--- src/rtl/arb_pkg.sv ---
// Shared types and constants for the round-robin arbiter slice.
package arb_pkg;

   typedef enum logic {IDLE = 1'b0, GRANT = 1'b1} state_t;

   localparam int N_DEF = 4;

   function automatic int idx_w(input int n);
      return (n > 1) ? $clog2(n) : 1;
   endfunction

   localparam int IDX_W = idx_w(N_DEF);

endpackage

--- src/rtl/arbiter_chain.sv ---
// Ripple priority chain: lowest set request bit wins while the carry is high.
module arbiter_chain #(
   parameter int N = 4
) (
   input  logic [N-1:0] r,
   input  logic         cin,
   output logic [N-1:0] g,
   output logic         cout
);

   logic carry;

   // carry models the cell-to-cell ripple; it drops at the first request seen
   always_comb begin
      carry = cin;
      g     = '0;
      for (int unsigned i = 0; i < N; i++) begin
         g[i]  = r[i] & carry;
         carry = carry & ~r[i];
      end
   end

   assign cout = carry;

endmodule

--- src/rtl/rr_arbiter.sv ---
// Registered round-robin arbiter with grant hold and back-to-back handover.
// Optional forced-release timer enabled by defining RR_ARB_TIMEOUT_EN.
module rr_arbiter
   import arb_pkg::*;
#(
   parameter int N        = N_DEF,
   parameter int MAX_HOLD = 16
) (
   input  logic                clk,
   input  logic                reset,
   input  logic [N-1:0]        r,
   input  logic                done,
   output logic [N-1:0]        g,
   output logic                gnt_valid,
   output logic [idx_w(N)-1:0] gnt_id,
   output logic                timeout
);

   localparam int IW = idx_w(N);

   if (N < 2 || N > 16) begin : g_bad_n
      $error("rr_arbiter: N must be in 2..16");
   end
   if (MAX_HOLD < 1) begin : g_bad_hold
      $error("rr_arbiter: MAX_HOLD must be at least 1");
   end

   state_t          state, state_nx;
   logic [IW-1:0]   ptr, ptr_nx, ptr_inc, sel_ptr, id_nx, win_id;
   logic [N-1:0]    g_nx, rot_r, rot_g, win;
   logic [2*N-1:0]  dbl_r, dbl_g;
   logic            cout, nat_rel, expiry, forced, rel, to_nx;

   assign ptr_inc = (gnt_id == IW'(N-1)) ? '0 : gnt_id + 1'b1;
   assign nat_rel = done | ~r[gnt_id];
   assign forced  = (state == GRANT) & expiry & ~nat_rel;
   assign rel     = (state == GRANT) & (nat_rel | expiry);

   // While releasing, arbitrate with the already-advanced pointer so the
   // handover happens in the same edge without an idle bubble.
   assign sel_ptr = (state == GRANT) ? ptr_inc : ptr;
   assign dbl_r   = {r, r} >> sel_ptr;
   assign rot_r   = dbl_r[N-1:0];
   assign dbl_g   = {rot_g, rot_g} << sel_ptr;
   assign win     = dbl_g[2*N-1:N];

   arbiter_chain #(.N(N)) u_chain (
      .r    (rot_r),
      .cin  (1'b1),
      .g    (rot_g),
      .cout (cout)
   );

   always_comb begin
      win_id = '0;
      for (int unsigned i = 0; i < N; i++) begin
         if (win[i]) win_id = IW'(i);
      end
   end

   always_comb begin
      state_nx = state;
      g_nx     = g;
      id_nx    = gnt_id;
      ptr_nx   = ptr;
      to_nx    = 1'b0;
      case (state)
         IDLE: begin
            if (!cout) begin
               state_nx = GRANT;
               g_nx     = win;
               id_nx    = win_id;
            end
         end
         GRANT: begin
            if (rel) begin
               ptr_nx = ptr_inc;
               to_nx  = forced;
               if (!cout) begin
                  g_nx  = win;
                  id_nx = win_id;
               end else begin
                  state_nx = IDLE;
                  g_nx     = '0;
                  id_nx    = '0;
               end
            end
         end
         default: state_nx = IDLE;
      endcase
   end

   always_ff @(posedge clk) begin
      if (reset) begin
         state   <= IDLE;
         ptr     <= '0;
         g       <= '0;
         gnt_id  <= '0;
         timeout <= 1'b0;
      end else begin
         state   <= state_nx;
         ptr     <= ptr_nx;
         g       <= g_nx;
         gnt_id  <= id_nx;
         timeout <= to_nx;
      end
   end

   assign gnt_valid = |g;

`ifdef RR_ARB_TIMEOUT_EN
   localparam int CW = $clog2(MAX_HOLD + 1);

   logic [CW-1:0] hold_cnt;

   always_ff @(posedge clk) begin
      if (reset) begin
         hold_cnt <= '0;
      end else if (state == GRANT && !rel) begin
         hold_cnt <= hold_cnt + 1'b1;
      end else begin
         hold_cnt <= '0;
      end
   end

   assign expiry = (state == GRANT) && (hold_cnt == CW'(MAX_HOLD - 1));
`else
   assign expiry = 1'b0;
`endif

endmodule

--- config.mk ---
export PLATFORM = sky130hd
export DESIGN_NAME = rr_arbiter
export DESIGN_NICKNAME = d
export VERILOG_FILES = /design/src/rtl/arb_pkg.sv /design/src/rtl/arbiter_chain.sv /design/src/rtl/rr_arbiter.sv
export SDC_FILE = /design/constraint.sdc
export NUM_CORES = 1
export LEC_CHECK = 0
export CORE_AREA = 3 3 40 42
export DETAILED_ROUTE_END_ITERATION = 8
export DIE_AREA = 0 0 43 45
export PLACE_DENSITY = 0.76
export SLEW_MARGIN = 20
export SYNTH_ARGS = -nofsm -noshare
export SYNTH_HDL_FRONTEND = slang
export SYNTH_SLANG_ARGS = --single-unit
--- constraint.sdc ---
create_clock -name clk -period 2.82 [get_ports clk]
set_input_delay 0.564 -clock clk [delete_from_list [all_inputs] [get_ports clk]]
set_output_delay 0.564 -clock clk [all_outputs]
set_load 0.05 [all_outputs]
==> run metrics <==
status finished, final reports clean; max_cap viols 0; Post-Layout Cell Count 97; CTS resizes 0; htree depth 1; Layout area overhead 29.0%; chip width ~43 um; crit share post-route 0.847; Yosys cell types 32; Pwr per Cell Area around 560 nW/um^2; critical path peak fanout 3; via count ~550; hold_sp g[3]; wire length per cell 13.8 um; first-pass GRT wire length 2170 um; syn nets 75; Setup-failing EPs final 0; Critical R2R Capture gnt_id[0]; port bufs 13; Placed Cells 93; worst skew pair latency 0.26 ns; Slew Limit Fails 0; gr ovfl total 0; TritonCTS clock tree built; vias per cell about 5.7; mux cell area share after synthesis 0.102; post-synthesis adder-cell area fraction 0.0222; Post-DP HPWL 979 um; Post-Synthesis Cells 67; all-layer global routing usage 0.152; setup_tns 0 ns; peak supply drop between 0.3 and 0.4 mV; RSZ-0062 raised after global routing no; Core Box Area 1280 um^2; CP Launch Point g[2]; area leader, netlist dfxtp_1; Yosys Warn Count 0; ANT cells 0; Worst R2R Start gnt_id[0]; # hold bufs at CTS 0; Max Buffers Root-to-Sink 2; final core occ 0.567; ranking of synthesized cells by area dfxtp_1 32%, a21oi_1 6.2%, a21boi_2 4.0%; reg-to-reg slack, setup 0.94 ns; Post-route DRC 0; Post-Synth Simple-Gate Area 0.248; worst endpoint required time 2.26 ns; P_leak 0.285 nW; Max-slew headroom 0.664; fmax approximately 420 MHz; die height 45 um; area share of xor/xnor cells in the synthesized design 0; post-synthesis compound-gate area fraction 0.253; die area around 1900 um^2; TritonCTS sink count 9; Std-Cell Rows 13; Clock Skew 0.000934 ns; starting density of the core 0.439; largest net degree at the start of global routing 11; Worst Hold Class reg -> reg; Worst Setup End Kind output port; Worst Setup Start Kind flop; total CTS buffers 3; initial antenna violation count 0; post-CTS setup buffers 0; Syn Area/Cell ~8.4 um^2; vias in the first global route 511; sequential element share of the synthesized area 0.319; final hold slack 0.478 ns; slew of the pin with the lowest slew margin 0.503 ns; First-pass DRT Iterations 4; initial drt markers 6; share of cells above drive strength 1 0.134; num ports 15; largest family of logic cells by synthesized area compound AO/OA/AOI/OAI gates; Layout Nets 91; Final Wtd Congestion 0.811; pre-CTS WS about 0.52 ns; Arr. time, crit path 1.82 ns; min cycle time layout 2.39 ns; Reg2Reg Depth 6; Final Hold Viols 0; synthesized flop and latch total 9; Root Driver clkbuf_4; Worst-path clk slew 0.06 ns; CP endpoint gnt_valid; final worst slack 0.431 ns; ANT nets after route 0; synthesized area roughly 560 um^2; routed wire length about 1300 um; share of the synthesized area in the top cell type 0.319; crit path kind reg -> out
report_power, final:
group          total [W]  leakage [nW]  internal, W  switching [W]
clock network   0.000101        0.0150    0.0000546      0.0000460
registers       0.000154        0.0742     0.000139      0.0000146
logic           0.000154         0.196    0.0000632      0.0000907
synth_stat cells, drive strengths merged:
master	instances
a21boi	2
and2	1
nand2b	3
inv	3
o221a	1
o211ai	1
a22oi	1
a211oi	1
nor3	2
a31oi	2
nor2	5
nor2b	2
o21ai	5
buf	2
or4	2
clkinv	1
nand3	1
nor3b	1
dfxtp	9
ha	1
mux4	1
conb	1
o211a	1
mux2	1
a21oi	7
nand2	6
nand3b	2
mux2i	2
per-stage QoR:
step / total power, W / instance area [um^2]
3_3_place_gp: 0.000306 / 702
5_1_grt: 0.000430 / 728
3_5_place_dp: 0.000309 / 702
4_1_cts: 0.000411 / 728
2_1_floorplan: 0.000263 / 564
6_report: 0.000408 / 728
worst min-delay path by stage:
stage	endpoint	depth (start not counted)	slack, ns
finish	g[3]	2	0.48
global route	g[3]	2	0.50
CTS	g[3]	2	0.48
detailed placement	g[3]	2	0.47
global placement	g[2]	2	0.46
floorplan	ptr[1]	2	0.50
sequential cells by signal, indices dropped and copies added (netlist names):
signal	cells
g	4
gnt_id	2
ptr	2
state	1
worst max-delay path, cell delays in order, from the launching register on:
cell and delay, ns:
dfxtp_1 0.33, or4_1 0.52, clkdlybuf4s50_1 0.71
layout by cell type (no fill, tap or decap):
cell and n:
o21ai_1 2, nor3_1 2, ha_1 1, nor2_1 5
a21boi_2 2, inv_1 3, dfxtp_1 9, conb_1 1
o211ai_1 1, clkbuf_4 3, nand3b_1 2, nor3b_1 1
nand2_1 6, clkbuf_1 1, o21ai_0 2, o21ai_2 1
o221a_1 1, mux4_2 1, or4_1 1, a31oi_1 2
and2_1 1, or4_4 1, a211oi_1 1, a22oi_1 1
clkinv_2 1, nor2b_1 2, mux2_4 1, a21oi_1 7
nand3_2 1, o211a_1 1, mux2i_1 2, nand2b_1 3
clkdlybuf4s50_1 13
metal layers:
metal / wire (um) / vias to the layer above / track usage
li1: - / 273 / -
met1: 654 / 265 / 0.190
met2: 613 / 14 / 0.240
met3: 63 / 2 / 0.0239
met4: 12 / 0 / 0.108
met5: 0 / - / 0
final cells by class:
| type | instances | area [um^2] |
|---|---|---|
| Fill cell | 126 | 557 |
| Inverter | 4 | 16.3 |
| Tap cell | 15 | 18.8 |
| Clock buffer | 4 | 26.3 |
| Multi-Input combinational cell | 52 | 357 |
| Sequential cell | 9 | 180 |
| Timing Repair Buffer | 13 | 130 |
kinds of logic after synthesis:
family / after synthesis
other cells: 1
mux: 4
flops: 9
compound gates: 21
fa+ha+maj: 1
simple gates: 25
buf+inv: 6
Power figures use the tool's default switching activity.
